$ cat src/rtl/tnn_feature_packer.sv
// tnn_feature_packer: quantizes a stream of raw feature samples into 2-bit
// codes against programmable per-feature thresholds and packs one N_FEAT-code
// vector per frame for the TNN classifier input buses.
module tnn_feature_packer #(
    parameter int N_FEAT = 7,
    parameter int RAW_W  = 8,
    parameter int CODE_W = 2,
    parameter int T0_RST = 64,
    parameter int T1_RST = 128,
    parameter int T2_RST = 192
) (
    input  logic                       clk,
    input  logic                       rst,
    input  logic                       s_valid,
    output logic                       s_ready,
    input  logic [RAW_W-1:0]           s_data,
    input  logic                       s_last,
    input  logic                       cfg_we,
    input  logic [2:0]                 cfg_feat,
    input  logic [1:0]                 cfg_sel,
    input  logic [RAW_W-1:0]           cfg_data,
    output logic                       m_valid,
    input  logic                       m_ready,
    output logic [N_FEAT*CODE_W-1:0]   m_vec,
    output logic                       err_frame,
    output logic [15:0]                frame_cnt
);

    localparam int VEC_W = N_FEAT * CODE_W;

    localparam logic [0:0] ST_ACCUM = 1'b0;
    localparam logic [0:0] ST_HOLD  = 1'b1;

    localparam logic [2:0]       LAST_IDX = 3'(N_FEAT - 1);
    localparam logic [RAW_W-1:0] T0_INIT  = RAW_W'(T0_RST);
    localparam logic [RAW_W-1:0] T1_INIT  = RAW_W'(T1_RST);
    localparam logic [RAW_W-1:0] T2_INIT  = RAW_W'(T2_RST);

    // Thermometer-style code: number of thresholds the sample reaches (0..3),
    // independent of threshold ordering.
    function automatic logic [CODE_W-1:0] quantize(
        input logic [RAW_W-1:0] x,
        input logic [RAW_W-1:0] t0,
        input logic [RAW_W-1:0] t1,
        input logic [RAW_W-1:0] t2
    );
        return CODE_W'(x >= t0) + CODE_W'(x >= t1) + CODE_W'(x >= t2);
    endfunction

    // Delivered-vector counter sticks at all-ones instead of wrapping.
    function automatic logic [15:0] sat_inc(input logic [15:0] v);
        return (v == 16'hFFFF) ? v : v + 16'd1;
    endfunction

    logic [0:0]        state_q,     state_d;
    logic [2:0]        idx_q,       idx_d;
    logic [VEC_W-1:0]  shadow_q,    shadow_d;
    logic [VEC_W-1:0]  m_vec_q,     m_vec_d;
    logic              err_q,       err_d;
    logic [15:0]       frame_cnt_q, frame_cnt_d;
    logic [RAW_W-1:0]  t0_q [N_FEAT];
    logic [RAW_W-1:0]  t1_q [N_FEAT];
    logic [RAW_W-1:0]  t2_q [N_FEAT];
    logic [RAW_W-1:0]  t0_d [N_FEAT];
    logic [RAW_W-1:0]  t1_d [N_FEAT];
    logic [RAW_W-1:0]  t2_d [N_FEAT];

    logic              accept;
    logic [CODE_W-1:0] code;

    assign s_ready   = (state_q == ST_ACCUM);
    assign m_valid   = (state_q == ST_HOLD);
    assign accept    = s_valid & s_ready;
    assign m_vec     = m_vec_q;
    assign err_frame = err_q;
    assign frame_cnt = frame_cnt_q;

    // Quantize the incoming sample with the current feature's (pre-write) thresholds.
    always_comb begin
        code = quantize(s_data, t0_q[idx_q], t1_q[idx_q], t2_q[idx_q]);
    end

    // Frame assembly, framing checks and output handshake.
    always_comb begin
        state_d     = state_q;
        idx_d       = idx_q;
        shadow_d    = shadow_q;
        m_vec_d     = m_vec_q;
        err_d       = 1'b0;
        frame_cnt_d = frame_cnt_q;
        case (state_q)
            ST_ACCUM: begin
                if (accept) begin
                    shadow_d[idx_q*CODE_W +: CODE_W] = code;
                    if (idx_q == LAST_IDX) begin
                        // Publish including the final code; a missing s_last is flagged
                        // but the vector is still delivered.
                        m_vec_d  = shadow_d;
                        shadow_d = '0;
                        idx_d    = 3'd0;
                        state_d  = ST_HOLD;
                        err_d    = ~s_last;
                    end else if (s_last) begin
                        // Early end of frame: drop the partial vector and resync.
                        shadow_d = '0;
                        idx_d    = 3'd0;
                        err_d    = 1'b1;
                    end else begin
                        idx_d = idx_q + 3'd1;
                    end
                end
            end
            default: begin
                if (m_ready) begin
                    state_d     = ST_ACCUM;
                    frame_cnt_d = sat_inc(frame_cnt_q);
                end
            end
        endcase
    end

    // Threshold register file write port; out-of-range feature/select ignored.
    always_comb begin
        t0_d = t0_q;
        t1_d = t1_q;
        t2_d = t2_q;
        if (cfg_we && (cfg_feat <= LAST_IDX)) begin
            case (cfg_sel)
                2'd0:    t0_d[cfg_feat] = cfg_data;
                2'd1:    t1_d[cfg_feat] = cfg_data;
                2'd2:    t2_d[cfg_feat] = cfg_data;
                default: ;
            endcase
        end
    end

    // State registers; reset restores thresholds and drops any pending vector.
    always_ff @(posedge clk or posedge rst) begin
        if (rst) begin
            state_q     <= ST_ACCUM;
            idx_q       <= 3'd0;
            shadow_q    <= '0;
            m_vec_q     <= '0;
            err_q       <= 1'b0;
            frame_cnt_q <= 16'd0;
            for (int k = 0; k < N_FEAT; k++) begin
                t0_q[k] <= T0_INIT;
                t1_q[k] <= T1_INIT;
                t2_q[k] <= T2_INIT;
            end
        end else begin
            state_q     <= state_d;
            idx_q       <= idx_d;
            shadow_q    <= shadow_d;
            m_vec_q     <= m_vec_d;
            err_q       <= err_d;
            frame_cnt_q <= frame_cnt_d;
            t0_q        <= t0_d;
            t1_q        <= t1_d;
            t2_q        <= t2_d;
        end
    end

endmodule

$ cat config.mk
export PLATFORM = sky130hd
export DESIGN_NAME = tnn_feature_packer
export DESIGN_NICKNAME = d
export VERILOG_FILES = /design/src/rtl/tnn_feature_packer.sv
export SDC_FILE = /design/constraint.sdc
export NUM_CORES = 1
export LEC_CHECK = 0
export ABC_AREA = 1
export CAP_MARGIN = 0
export CORE_UTILIZATION = 45
export CTS_CLUSTER_SIZE = 25
export DETAILED_ROUTE_END_ITERATION = 10
export GPL_ROUTABILITY_DRIVEN = 1
export PLACE_DENSITY = 0.67
export SLEW_MARGIN = 20
export SYNTH_ARGS = -nofsm -noshare
export SYNTH_HDL_FRONTEND = slang
export SYNTH_SLANG_ARGS = --single-unit
$ cat constraint.sdc
create_clock -name clk -period 9 [get_ports clk]
set_input_delay 1.8 -clock clk [delete_from_list [all_inputs] [get_ports clk]]
set_output_delay 1.8 -clock clk [all_outputs]
set_load 0.01 [all_outputs]
### Word level (Yosys, flattened, before mapping)

Index checks and enable logic that the tools add are counted.

* input port bits: 27
* word-level logic and storage cells: 87
* register bits: 217

* eq/ne operators: 4
* shifts and indexed selects: 2
* $add $sub $neg: 5
* bitwise operators: 6
* mux-type cells: 27
* reductions and logical operators: 9
* order comparisons: 7

Operators by type and width (count)
* $bwmux 56: 3
* $bmux 8 s3: 3
* $mux 8: 7
* $neg 4->34: 1
* $shift 2x34->14 const A: 1
* $shiftx 2x34->14: 1
* $mux 14: 2
* $demux 8 s3: 1
* $ge 8x8->1: 3
* $add 16x1->16 const B: 1
* $eq 16x16->1 const B: 1
* $bwmux 14: 1
* $ge 4x4->1 const B: 2
* $mux 1: 8
* $not 3->4: 2
* $reduce_and 2->1: 4
* $mux 3: 2
* $reduce_and 3->1: 2
* $lt 4x1->1 const B: 1
* $add 3x1->3 const B: 1
* $eq 3x3->1 const B: 1
* $le 3x3->1 const B: 1
* $not 1->1: 3
* $add 1x1->2: 1
* 6 further kinds: 7

### Longest topological paths before layout

Gate-level depths: netlist (run 1).

* depth in word-level cells: 11
* gate-level depth with buffers: 21
* gate-level depth less buffers: 19

### Least setup slack after synthesis (run 1)

OpenSTA, ideal clock, no wires.

* path type: input to register
* start: in s_data[7]
* end: reg m_vec_q[2] (netlist: m_vec[2])
* slack: 5.418 ns
* buffers on the path: 0
* data arrival time: 3.447 ns
* setup time: 0.135 ns
* required time: 8.865 ns
* stages on the path: 12
* cells stage by stage: ha_1 > nand2_1 > inv_1 > nand3_1 > nor3_1 > nor2_1 > fa_1 > inv_1 > nand3_1 > nor2_1 > o21ai_0 > o21ai_0

* word-level cells in the longest chain between the ends: 5
* elaborated cells between the ends (all ways): 7

Ends and longest elaborated chain
* start: declaration: line 16 `input logic [RAW_W-1:0] s_data,`
* $ge 8x8->1: line 47 `return CODE_W'(x >= t0) + CODE_W'(x >= t1) + CODE_W'(x >= t2);`
* $add 1x1->2: line 47
* $add 2x1->2 (*): line 47
* $shiftx 2x34->14 (*): line 94 `shadow_d[idx_q*CODE_W +: CODE_W] = code;`
* $bwmux 14 (*): line 94
* end signal: assignment: line 155 `m_vec_q <= m_vec_d;`
* end: declaration: line 58 `logic [VEC_W-1:0] m_vec_q, m_vec_d;`

Mark *: on every way between the ends. The rest lies on a longest branch, timed or not.
A chain may end at the register's enable or synchronous reset.

### Final worst setup path (run 1)

* start: reg idx_q[0]
* end: reg m_vec_q[10] (netlist: m_vec[10])

* word-level cells in the longest chain between the ends: 9
* elaborated cells between the ends (all ways): 21

Ends and longest elaborated chain
* start: declaration: line 56 `logic [2:0] idx_q, idx_d;`
* start signal: assignment: line 153 `idx_q <= idx_d;`
* $not 3->4 (implied by the code): line 80 `code = quantize(s_data, t0_q[idx_q], t1_q[idx_q], t2_q[idx_q]);`
* $bmux 8 s3: line 80
* $mux 8 (implied by the code) (2 in series): line 80
* $ge 8x8->1: line 47
* $add 1x1->2: line 47
* $add 2x1->2: line 47
* $shiftx 2x34->14: line 94
* $bwmux 14: line 94

Several ways; a longest one is shown, not always the timed one. The select of a mux whose other input is x is not followed.

==> results of run 1 <==
==> stage by stage <==
stage                util  setup WS, ns
floorplan               -          1.31
global placement    0.493          4.24
detailed placement  0.493          4.15
CTS                 0.529          4.16
global route        0.530          3.68
finish              0.530          3.97
==> worst reg2reg max path: stages, from the launching register on <==
cell,delay [ns]
dfrtp_2,0.39
buf_4,0.35
inv_2,0.83
buf_4,0.61
o21ai_0,0.23
o211ai_1,0.12
o21ai_0,0.17
ha_1,0.36
a21oi_1,0.20
o21a_1,0.15
nand2_1,0.05
nor2_1,0.24
fa_1,0.52
inv_1,0.11
nand3_1,0.12
nor2_1,0.19
o21ai_0,0.14
o21ai_0,0.16
==> synth_stat cells (all sizes together) (21+ instances only) <==
library cell	n
dfstp	28
clkbuf	44
nor2	146
nand2	685
o211ai	21
ha	31
nand3	55
dfrtp	189
o21ai	167
inv	61
==> power breakdown <==
| group | switching [mW] | total [mW] | internal [mW] | leakage (nW) |
|---|---|---|---|---|
| sequential | 0.110 | 1.28 | 1.17 | 2.78 |
| combinational | 0.500 | 0.797 | 0.297 | 3.14 |
| clock | 0.423 | 1.06 | 0.634 | 0.424 |
| total | 1.03 | 3.13 | 2.10 | 6.34 |
==> worst paths after layout <==
check / startpoint / endpoint / slack, ns
worst max-delay path: idx_q[0] / m_vec[10] / 3.97
worst min-delay path: t2_q[38] / t2_q[38] / 0.47
worst max register to register: idx_q[0] / m_vec[10] / 3.97
worst min register to register: t2_q[38] / t2_q[38] / 0.47
max in group asynchronous: rst / t1_q[30] / 5.92
min in group asynchronous: rst / frame_cnt[7] / 1.69
==> cells by family (layout without fill, tap and decap cells) <==
| kind of cell | Yosys count | after routing | synth area share |
|---|---|---|---|
| buffers and inverters | 118 | 175 | 0.0405 |
| XOR/XNOR | 5 | 5 | 0.00392 |
| flip-flops | 217 | 217 | 0.489 |
| adder cells (fa/ha/maj) | 32 | 32 | 0.0365 |
| AND/OR/NAND/NOR | 903 | 903 | 0.329 |
| AO/OA/AOI/OAI | 210 | 210 | 0.101 |
==> state kept, by name, indices dropped and copies added, names as in the netlist <==
register	count
err_frame	1
frame_cnt	16
idx_q	3
m_valid	1
m_vec	14
shadow_q	14
t0_q	56
t1_q	56
t2_q	56
==> cells in the final DEF, fill, tap and decap left out, drive strengths merged, types with 5 or more instances in the layout <==
cell	netlist	layout
a21oi	13	13
nand3	55	55
clkdlybuf4s50	0	56
inv	61	61
nand2	685	685
dfstp	28	28
o21ai	167	167
clkbuf	44	40
o211ai	21	21
ha	31	31
nor2	146	146
nor3	13	13
clkinv	0	5
buf	13	10
dfrtp	189	189
==> metal layers <==
metal | part of all wire | global-route usage | up-vias | wire length, um
li1 | - | - | 4804 | -
met1 | 0.46 | 0.368 | 4731 | 14700
met2 | 0.44 | 0.391 | 321 | 14200
met3 | 0.061 | 0.0365 | 66 | 1960
met4 | 0.034 | 0.0892 | 0 | 1070
met5 | 0 | 0 | - | 0
==> layout make-up <==
class,count,share of cell area
repair buffers,66,0.0503
multi-input cells,1150,0.408
flip-flops and latches,217,0.425
clock buffers,40,0.0617
inverters,61,0.0184
well taps,324,0.0315
clock inverters,8,0.00544
==> summary.md, run 1 <==
| Metric | Value |
|---|---|
| Post-DP Area | `12000 sq um` |
| Post-CTS resize count | `0` |
| Die H | `160 um` |
| Reg clk slew, reported paths | `0.06 ns` |
| FFs w/ async S/R, synth | `1.00` |
| Critical Path End Type | `flip-flop` |
| Max stage delay on crit path | `0.73 ns` |
| Yosys synthesis warning count | `0` |
| Worst setup SP type | `flip-flop` |
| Worst path most repeated cell | `o21ai_0` |
| Setup TNS | `0 ns` |
| Cts hold-fix bufs | `0` |
| Post-synthesis register bit count | `217` |
| First-pass GRT wire length | `51.8 mm` |
| Ranking of synthesized cells by area | `dfrtp_1 (42%), nand2_1 (23%), o21ai_0 (7.4%), dfstp_2 (6.6%), nor2_1 (4.2%)` |
| Placed insts | `1817` |
| Grt ovf | `0` |
| Per-cell routed wire length | `17.1 um` |
| Layout Area Growth over Synthesis | `15.3%` |
| Crit path time final | `5.03 ns` |
| Initial DRC Count | `1155` |
| Syn Inst Count | `1485` |
| RSZ-0062 raised after global routing | `no` |
| Multi-input logic area | `5260 sq um` |
| Number of max-cap violations | `0` |
| Critical path arrival | `5.48 ns` |
| Peak VDD IR | `0.000168 V` |
| Root Buffer | `clkbuf_16` |
| I/O pin count | `60` |
| Skew final | `0.0108 ns` |
| Number of global-route vias before repair | `9444` |
| Final setup vio count | `0` |
| Antenna cell count | `0` |
| CTS Buf Count | `26` |
| Reg2Reg Depth | `17` |
| Initial Util | `0.459` |
| Register Area | `5470 sq um` |
| Ys flop type | `dfrtp_1` |
| Netlist cell types | `31` |
| Final wirelength | `31.9 mm` |
| Crit path kind | `flip-flop to flip-flop` |
| Fillers | `2331` |
| Worst-Margin Slew | `1.21 ns` |
| Setup Buffers After CTS | `0` |
| Mapped Nets | `1544` |
| # rows | `57` |
| Dominant cell type by area after synthesis | `dfrtp_1` |
| Overall power | `3.13 mW` |
| Fin Hold WS | `0.466 ns` |
| Tcrit/Tclk final | `0.559` |
| Clk Latency, worst-skew pair | `0.53 ns` |
| WP buf/inv | `4` |
| Leak pwr | `6.34 nW` |
| # clock sinks | `217` |
| CP max stage cell | `inv_2` |
| Critical path depth in cells | `17` |
| Vias per Instance | `5.32` |
| Fin nets | `1581` |
| Slew HR | `0.188` |
| WHS Path Cells | `2` |
| Share of cells above drive strength 1 | `0.0863` |
| Core Box Area | `24300 sq um` |
| Hold Crit Class | `flip-flop to flip-flop` |
| Largest net degree at the start of global routing | `143` |
| DR vias | `9922` |
| Chip Width | `160 um` |
| Full die area | `25500 sq um` |
| CP delay by family, top | `buffers and inverters` |
| Pins Over Slew Limit | `0` |
| DRC Markers | `0` |
| Detail Placement HPWL | `19.8 mm` |
| GRT Util Overall | `0.255` |
| Final Non-Filler Cells | `1866` |
| Syn Std Cell Area | `11200 sq um` |
| CTS tree | `yes` |
| Number of synthesized flops with an enable pin | `0` |
| Placer congestion estimate | `0.907` |
| Fin. Hold Viols | `0` |
| Clock tree buffer depth | `3` |
| Top cell type's share of synthesized area | `0.423` |
| Status | `complete, no violations` |
| Sequential share of the synthesized area | `0.489` |
| CP Cell Sequence | `buf_4 > inv_2 > buf_4 > o21ai_0 > o211ai_1 > o21ai_0 > ha_1 > a21oi_1 > o21a_1 > nand2_1 > nor2_1 > fa_1 > inv_1 > nand3_1 > nor2_1 > o21ai_0 > o21ai_0` |
| ANT nets after route | `0` |
| Port bufs | `59` |
| F_max | `199 MHz` |
| Initial antenna violation count | `0` |
| Pwr Density | `243 nW/um^2` |
| Synth Area per Inst | `7.52 sq um` |
| Htree depth | `1` |
| Critical path fanouts, max | `81` |
| CP Data Required Time | `9.44 ns` |
| Pre-Repair DR Iteration Count | `5` |
| Fin area | `12900 sq um` |
(Power assumes the default switching activity.)
==> run 2: changes to the inputs <==
--- a/config.mk
+++ b/config.mk
@@ -11,7 +11,7 @@
 export CTS_CLUSTER_SIZE = 25
 export DETAILED_ROUTE_END_ITERATION = 10
 export GPL_ROUTABILITY_DRIVEN = 1
-export PLACE_DENSITY = 0.67
+export PLACE_DENSITY = 0.69
 export SLEW_MARGIN = 20
 export SYNTH_ARGS = -nofsm -noshare
 export SYNTH_HDL_FRONTEND = slang
==> constraint.sdc (replaced) <==
create_clock -name clk -period 4.05 [get_ports clk]
set_input_delay 0.81 -clock clk [delete_from_list [all_inputs] [get_ports clk]]
set_output_delay 0.81 -clock clk [all_outputs]
set_load 0.01 [all_outputs]
==> run 2 against run 1 <==
Against the previous run:
- via count up 1.3%
- largest cell class unchanged
- sequential cell count unchanged
- largest power group unchanged
- critical path type unchanged
- maximum frequency up 40%
==> summary.md, run 2 (synthesis results as in run 1) <==
| Metric | Value |
|---|---|
| Pre-Repair DR Iteration Count | `5 (unchanged)` |
| RSZ-0062 raised after global routing | `no` |
| F_max | `278 MHz (+40%)` |
| Placer congestion estimate | `0.895 (-1.3%)` |
| Commonest non-fill, non-tap cells in the layout | `nand2_1 (671), dfrtp_1 (187), o21ai_0 (166), nor2_1 (124), inv_1 (57)` |
| Post-DP Area | `12100 sq um (+1.1%)` |
| Fin Hold WS | `0.466 ns (+0.000789 ns)` |
| CP Cell Sequence | `inv_2 > buf_12 > nor2_1 > o211ai_1 > o21ai_0 > ha_1 > nand2_1 > o21ai_0 > nand2_1 > nand2_1 > nor2_1 > fa_1 > nor2_1 > nand2_1 > nor2_1 > o21ai_0 > o21ai_0` |
| Number of max-cap violations | `0 (unchanged)` |
| Antenna cell count | `0 (unchanged)` |
| Initial antenna violation count | `0 (unchanged)` |
| Detail Placement HPWL | `20.6 mm (+4.0%)` |
| Peak VDD IR | `0.000352 V (+110%)` |
| Port bufs | `59 (unchanged)` |
| Hold Crit Class | `flip-flop to flip-flop` |
| First-pass GRT wire length | `51.2 mm (-1.2%)` |
| Slew HR | `0.250 (+0.0616)` |
| GRT Util Overall | `0.250 (-0.00484)` |
| CP max stage cell | `fa_1` |
| I/O pin count | `60 (unchanged)` |
| Tcrit/Tclk final | `0.889 (+0.329)` |
| Pins Over Slew Limit | `0 (unchanged)` |
| Crit path time final | `3.60 ns (-1.43 ns)` |
| Final setup vio count | `0 (unchanged)` |
| Largest net degree at the start of global routing | `76 (-47%)` |
| Critical path arrival | `4.03 ns (-1.45 ns)` |
| DR vias | `10100 (+1.3%)` |
| Max stage delay on crit path | `0.50 ns (-0.23 ns)` |
| CTS Buf Count | `24 (-7.7%)` |
| Clk Latency, worst-skew pair | `0.52 ns (about the same)` |
| Fin nets | `1587 (+0.38%)` |
| # rows | `57 (unchanged)` |
| Layout Area Growth over Synthesis | `15.3% (about the same)` |
| Final wirelength | `31.1 mm (-2.4%)` |
| Setup Buffers After CTS | `0 (unchanged)` |
| Reg clk slew, reported paths | `0.06 ns (about the same)` |
| Setup TNS | `0 ns (unchanged)` |
| Initial DRC Count | `1065 (-7.8%)` |
| Clock tree buffer depth | `3 (unchanged)` |
| Pwr Density | `529 nW/um^2 (+120%)` |
| Cts hold-fix bufs | `0 (unchanged)` |
| Root Buffer | `clkbuf_16` |
| CTS tree | `yes` |
| Critical Path End Type | `flip-flop` |
| Overall power | `6.81 mW (+120%)` |
| Chip Width | `160 um (unchanged)` |
| # clock sinks | `217 (unchanged)` |
| Die H | `160 um (unchanged)` |
| Initial Util | `0.459 (unchanged)` |
| Number of global-route vias before repair | `9620 (+1.9%)` |
| Skew final | `0.00662 ns (-0.00423 ns)` |
| Status | `complete, no violations` |
| Fin. Hold Viols | `0 (unchanged)` |
| DRC Markers | `0 (unchanged)` |
| Per-cell routed wire length | `16.6 um (-2.6%)` |
| Vias per Instance | `5.38 (+1.1%)` |
| ANT nets after route | `0 (unchanged)` |
| Worst-Margin Slew | `1.12 ns (-0.0920 ns)` |
| Crit path kind | `flip-flop to flip-flop` |
| Post-CTS resize count | `0 (unchanged)` |
| Core Box Area | `24300 sq um (unchanged)` |
| Full die area | `25500 sq um (unchanged)` |
| Grt ovf | `0 (unchanged)` |
| Leak pwr | `6.36 nW (+0.21%)` |
| Top Registers | `t0_q (56), t1_q (56), t2_q (56)` |
| Fin area | `12900 sq um (about the same)` |
| Htree depth | `1 (unchanged)` |
| Share of cells above drive strength 1 | `0.0886 (+0.00236)` |
| Worst setup SP type | `flip-flop` |
| CP Data Required Time | `4.48 ns (-4.96 ns)` |
| Most common cell after layout, fill and taps aside | `nand2_1` |
| Fin util | `0.530 (about the same)` |
| Critical path fanouts, max | `49 (-40%)` |
-- run 2: cell types whose count changed in the layout (fill, tap and decap cells not counted), sizes merged --
cell / before / now
clkdlybuf4s50: 56 / 54
inv: 61 / 60
clkinvlp: 2 / 1
buf: 10 / 20
clkbuf: 40 / 38
-- run 2: worst max-delay path: cells and delay by family, from the launching register on --
kind                       cells  cell delay [ns]
DFF                            1             0.42
adders and majority gates      2             0.80
and+or+nand+nor                8             0.71
buffers and inverters          2             0.57
AOI/OAI and AO/OA              5             0.99
-- run 2: area by class of cell --
| type | instances | area, sq um |
|---|---|---|
| clock inverters | 6 | 55.1 |
| well taps | 324 | 405 |
| repair buffers | 74 | 741 |
| fillers | 2263 | 11400 |
| flip-flops and latches | 217 | 5470 |
| inverters | 61 | 233 |
| multi-input cells | 1150 | 5260 |
| clock buffers | 38 | 724 |
-- run 2: power by group --
part | internal, mW | switching, mW
sequential | 2.59 | 0.247
clock | 1.29 | 0.883
combinational | 0.683 | 1.12
total | 4.56 | 2.25
-- run 2: metal layers --
metal / vias to the layer above / wire (um) / share of wire / global-route usage
li1: 4821 / - / - / -
met1: 4798 / 14000 / 0.45 / 0.356
met2: 384 / 14200 / 0.45 / 0.389
met3: 51 / 2240 / 0.072 / 0.0359
met4: 0 / 772 / 0.025 / 0.0870
met5: - / 0 / 0 / 0
-- run 2: path summary, 6_finish.rpt --
path                       cells past startpoint     start   endpoint  slack (ns)
max                                           17  idx_q[0]  m_vec[11]        0.45
min                                            2  t2_q[22]   t2_q[22]        0.47
max reg2reg                                   17  idx_q[0]  m_vec[11]        0.45
min reg2reg                                    2  t2_q[22]   t2_q[22]        0.47
max in group asynchronous                      3       rst   t2_q[31]        2.55
min in group asynchronous                      2       rst   idx_q[2]        0.69
-- run 2: stage by stage --
step,instances,worst slack (ns)
floorplan,1485,0.437
global placement,1826,0.503
detailed placement,1826,0.457
CTS,1870,0.425
global route,1870,0.149
finish,1870,0.452
==> run 3: changes to the inputs <==
==> constraint.sdc (replaced) <==
create_clock -name clk -period 4.05 [get_ports clk]
set_input_delay 1.215 -clock clk [delete_from_list [all_inputs] [get_ports clk]]
set_output_delay 1.215 -clock clk [all_outputs]
set_load 0.01 [all_outputs]
==> run 3 against run 2 <==
Against the previous run:
- cell area grew 1.2%
- non-clock buffer count grew 14
- utilization grew 0.64 points
- clock skew grew 0.019 ns
- critical path depth grew 2
- hold slack is essentially flat
- wire length grew 1.6%
- sequential power is essentially flat
- clock-buffer cell count shrank 1
==> summary.md, run 3 (synthesis results as in run 1) <==
| Metric | Value |
|---|---|
| Critical path arrival | `4.20 ns (+0.17 ns)` |
| DR vias | `10100 (+0.47%)` |
| Hold endpoint | `t0_q[38]` |
| Layout Area Growth over Synthesis | `16.7%` |
| Worst-Margin Slew | `1.03 ns (-0.0947 ns)` |
| Most common cell after layout, fill and taps aside | `nand2_1` |
| Clock tree buffer depth | `3 (unchanged)` |
| Final setup vio count | `0 (unchanged)` |
| Tcrit/Tclk final | `0.930 (+0.0415)` |
| GRT Util Overall | `0.252 (+0.00262)` |
| CP Data Required Time | `4.49 ns (about the same)` |
| Worst r2r dst | `m_vec[10]` |
| Detail Placement HPWL | `21.0 mm (+1.8%)` |
| Reg clk slew, reported paths | `0.06 ns (about the same)` |
| Critical path fanouts, max | `22 (-55%)` |
| Top Registers | `t0_q (56), t1_q (56), t2_q (56)` |
| Grt ovf | `0 (unchanged)` |
| Core Box Area | `24300 sq um (unchanged)` |
| Chip Width | `160 um (unchanged)` |
| First-pass GRT wire length | `51.4 mm (+0.34%)` |
| Multi-input logic area | `5260 sq um (about the same)` |
| CTS Buf Count | `25 (+4.2%)` |
| Register Area | `5470 sq um (unchanged)` |
| RSZ-0062 raised after global routing | `no` |
| Reg2Reg Depth | `19 (+2)` |
| Pins Over Slew Limit | `0 (unchanged)` |
| WHS Path Cells | `2 (unchanged)` |
| Clk Latency, worst-skew pair | `0.54 ns (+0.02 ns)` |
| Full die area | `25500 sq um (unchanged)` |
| Skew final | `0.0260 ns (+0.0194 ns)` |
| Commonest non-fill, non-tap cells in the layout | `nand2_1 (671), dfrtp_1 (187), o21ai_0 (166), nor2_1 (125), clkdlybuf4s50_1 (59)` |
| Largest net degree at the start of global routing | `70 (-7.9%)` |
| F_max | `266 MHz (-4.5%)` |
| Share of cells above drive strength 1 | `0.0954 (+0.00677)` |
| Slew HR | `0.313 (+0.0634)` |
| Crit path time final | `3.77 ns (+0.168 ns)` |
| Fin nets | `1602 (+0.95%)` |
| Leak pwr | `6.43 nW (+1.2%)` |
| Setup Buffers After CTS | `0 (unchanged)` |
| Pwr Density | `530 nW/um^2 (+0.20%)` |
| Port bufs | `59 (unchanged)` |
| Hold_sp | `t0_q[38]` |
| Worst reg2reg startpoint | `idx_q[1]` |
| Initial DRC Count | `940 (-12%)` |
| Final Non-Filler Cells | `1887 (+0.91%)` |
| Initial antenna violation count | `2 (+2)` |
| Final wirelength | `31.6 mm (+1.6%)` |
| ANT nets after route | `0 (unchanged)` |
| Vias per Instance | `5.35 (-0.44%)` |
| Number of max-cap violations | `0 (unchanged)` |
| Crit path kind | `flip-flop to flip-flop` |
| Pre-Repair DR Iteration Count | `5 (unchanged)` |
| Initial Util | `0.459 (unchanged)` |
| Critical Path End Type | `flip-flop` |
| CTS tree | `yes` |
| Htree depth | `1 (unchanged)` |
| Placer congestion estimate | `0.882 (-1.5%)` |
| Status | `complete, no violations` |
| # rows | `57 (unchanged)` |
| Peak VDD IR | `0.000309 V (-12%)` |
| Number of global-route vias before repair | `9712 (+0.96%)` |
| Hold Crit Class | `flip-flop to flip-flop` |
| DRC Markers | `0 (unchanged)` |
| Setup TNS | `0 ns (unchanged)` |
| Die H | `160 um (unchanged)` |
| # clock sinks | `217 (unchanged)` |
| Per-cell routed wire length | `16.8 um (+0.70%)` |
| I/O pin count | `60 (unchanged)` |
| Root Buffer | `clkbuf_16` |
| Cts hold-fix bufs | `0 (unchanged)` |
| FF-to-FF setup slack | `0.28 ns (-0.17 ns)` |
| Fin. Hold Viols | `0 (unchanged)` |
| Placed insts | `1840 (+0.77%)` |
| Worst setup SP type | `flip-flop` |
| Fillers | `2238 (-1.1%)` |
| Post-CTS resize count | `0 (unchanged)` |
run 3: changes by cell type in the layout (fill, tap and decap cells not counted), moves of 2 or more:
cell | before | now
clkbuf_16 | 25 | 27
clkbuf_1 | 8 | 6
clkinv_2 | 5 | 7
buf_4 | 10 | 24
buf_2 | 5 | 0
clkdlybuf4s50_1 | 54 | 59
run 3: area by class of cell:
cell class,instances,area share
clock buffer,37,0.0578
timing repair buffer,88,0.0668
antenna,1,0.000192
clock inverter,9,0.00393
multi-input combinational,1150,0.403
sequential,217,0.419
tap,324,0.0311
inverter,61,0.0178
run 3: worst max path at each step:
stage	from	end	slack (ns)
2_1_floorplan	rst	err_frame	0.03
3_3_place_gp	s_data[7]	m_vec[10]	0.34
3_5_place_dp	s_data[7]	shadow_q[10]	0.25
4_1_cts	idx_q[1]	shadow_q[10]	0.34
5_1_grt	idx_q[1]	shadow_q[10]	0.06
6_report	idx_q[1]	m_vec[10]	0.28
run 3: metal layers:
| layer | vias up | track usage | share of wire |
|---|---|---|---|
| met3 | 65 | 0.0375 | 0.070 |
| met2 | 373 | 0.406 | 0.47 |
| met1 | 4814 | 0.351 | 0.44 |
| met5 | - | 0 | 0.00028 |
| li1 | 4847 | - | - |
| met4 | 2 | 0.0800 | 0.027 |
run 3: critical path, stage by stage, from the launching register on:
cell and delay, ns:
dfrtp_2 0.64, inv_1 0.12, buf_4 0.24, o21ai_0 0.12
o21ai_0 0.10, o21ai_0 0.48, ha_1 0.34, nand2_1 0.09
inv_1 0.04, nand3_1 0.08, inv_1 0.05, nand2_1 0.06
nand2_1 0.05, nor2_1 0.12, fa_1 0.47, inv_1 0.09
nand3_1 0.10, nor2_1 0.18, o21ai_0 0.14, o21ai_0 0.16
run 3: per-stage QoR:
step | power (mW) | worst slack (ns) | util | hold WS (ns) | instance area [sq um]
2_1_floorplan | 4.03 | 0.0317 | - | 0.444 | 11200
3_3_place_gp | 4.65 | 0.345 | 0.503 | 0.453 | 12200
3_5_place_dp | 4.71 | 0.249 | 0.503 | 0.455 | 12200
4_1_cts | 6.93 | 0.339 | 0.536 | 0.466 | 13000
5_1_grt | 7.30 | 0.0578 | 0.536 | 0.472 | 13000
6_report | 6.91 | 0.284 | 0.536 | 0.466 | 13000
run 3: power by group:
part / total, mW / internal, mW / switching, mW
registers: 2.85 / 2.59 / 0.258
clock network: 2.21 / 1.29 / 0.920
logic: 1.85 / 0.704 / 1.15
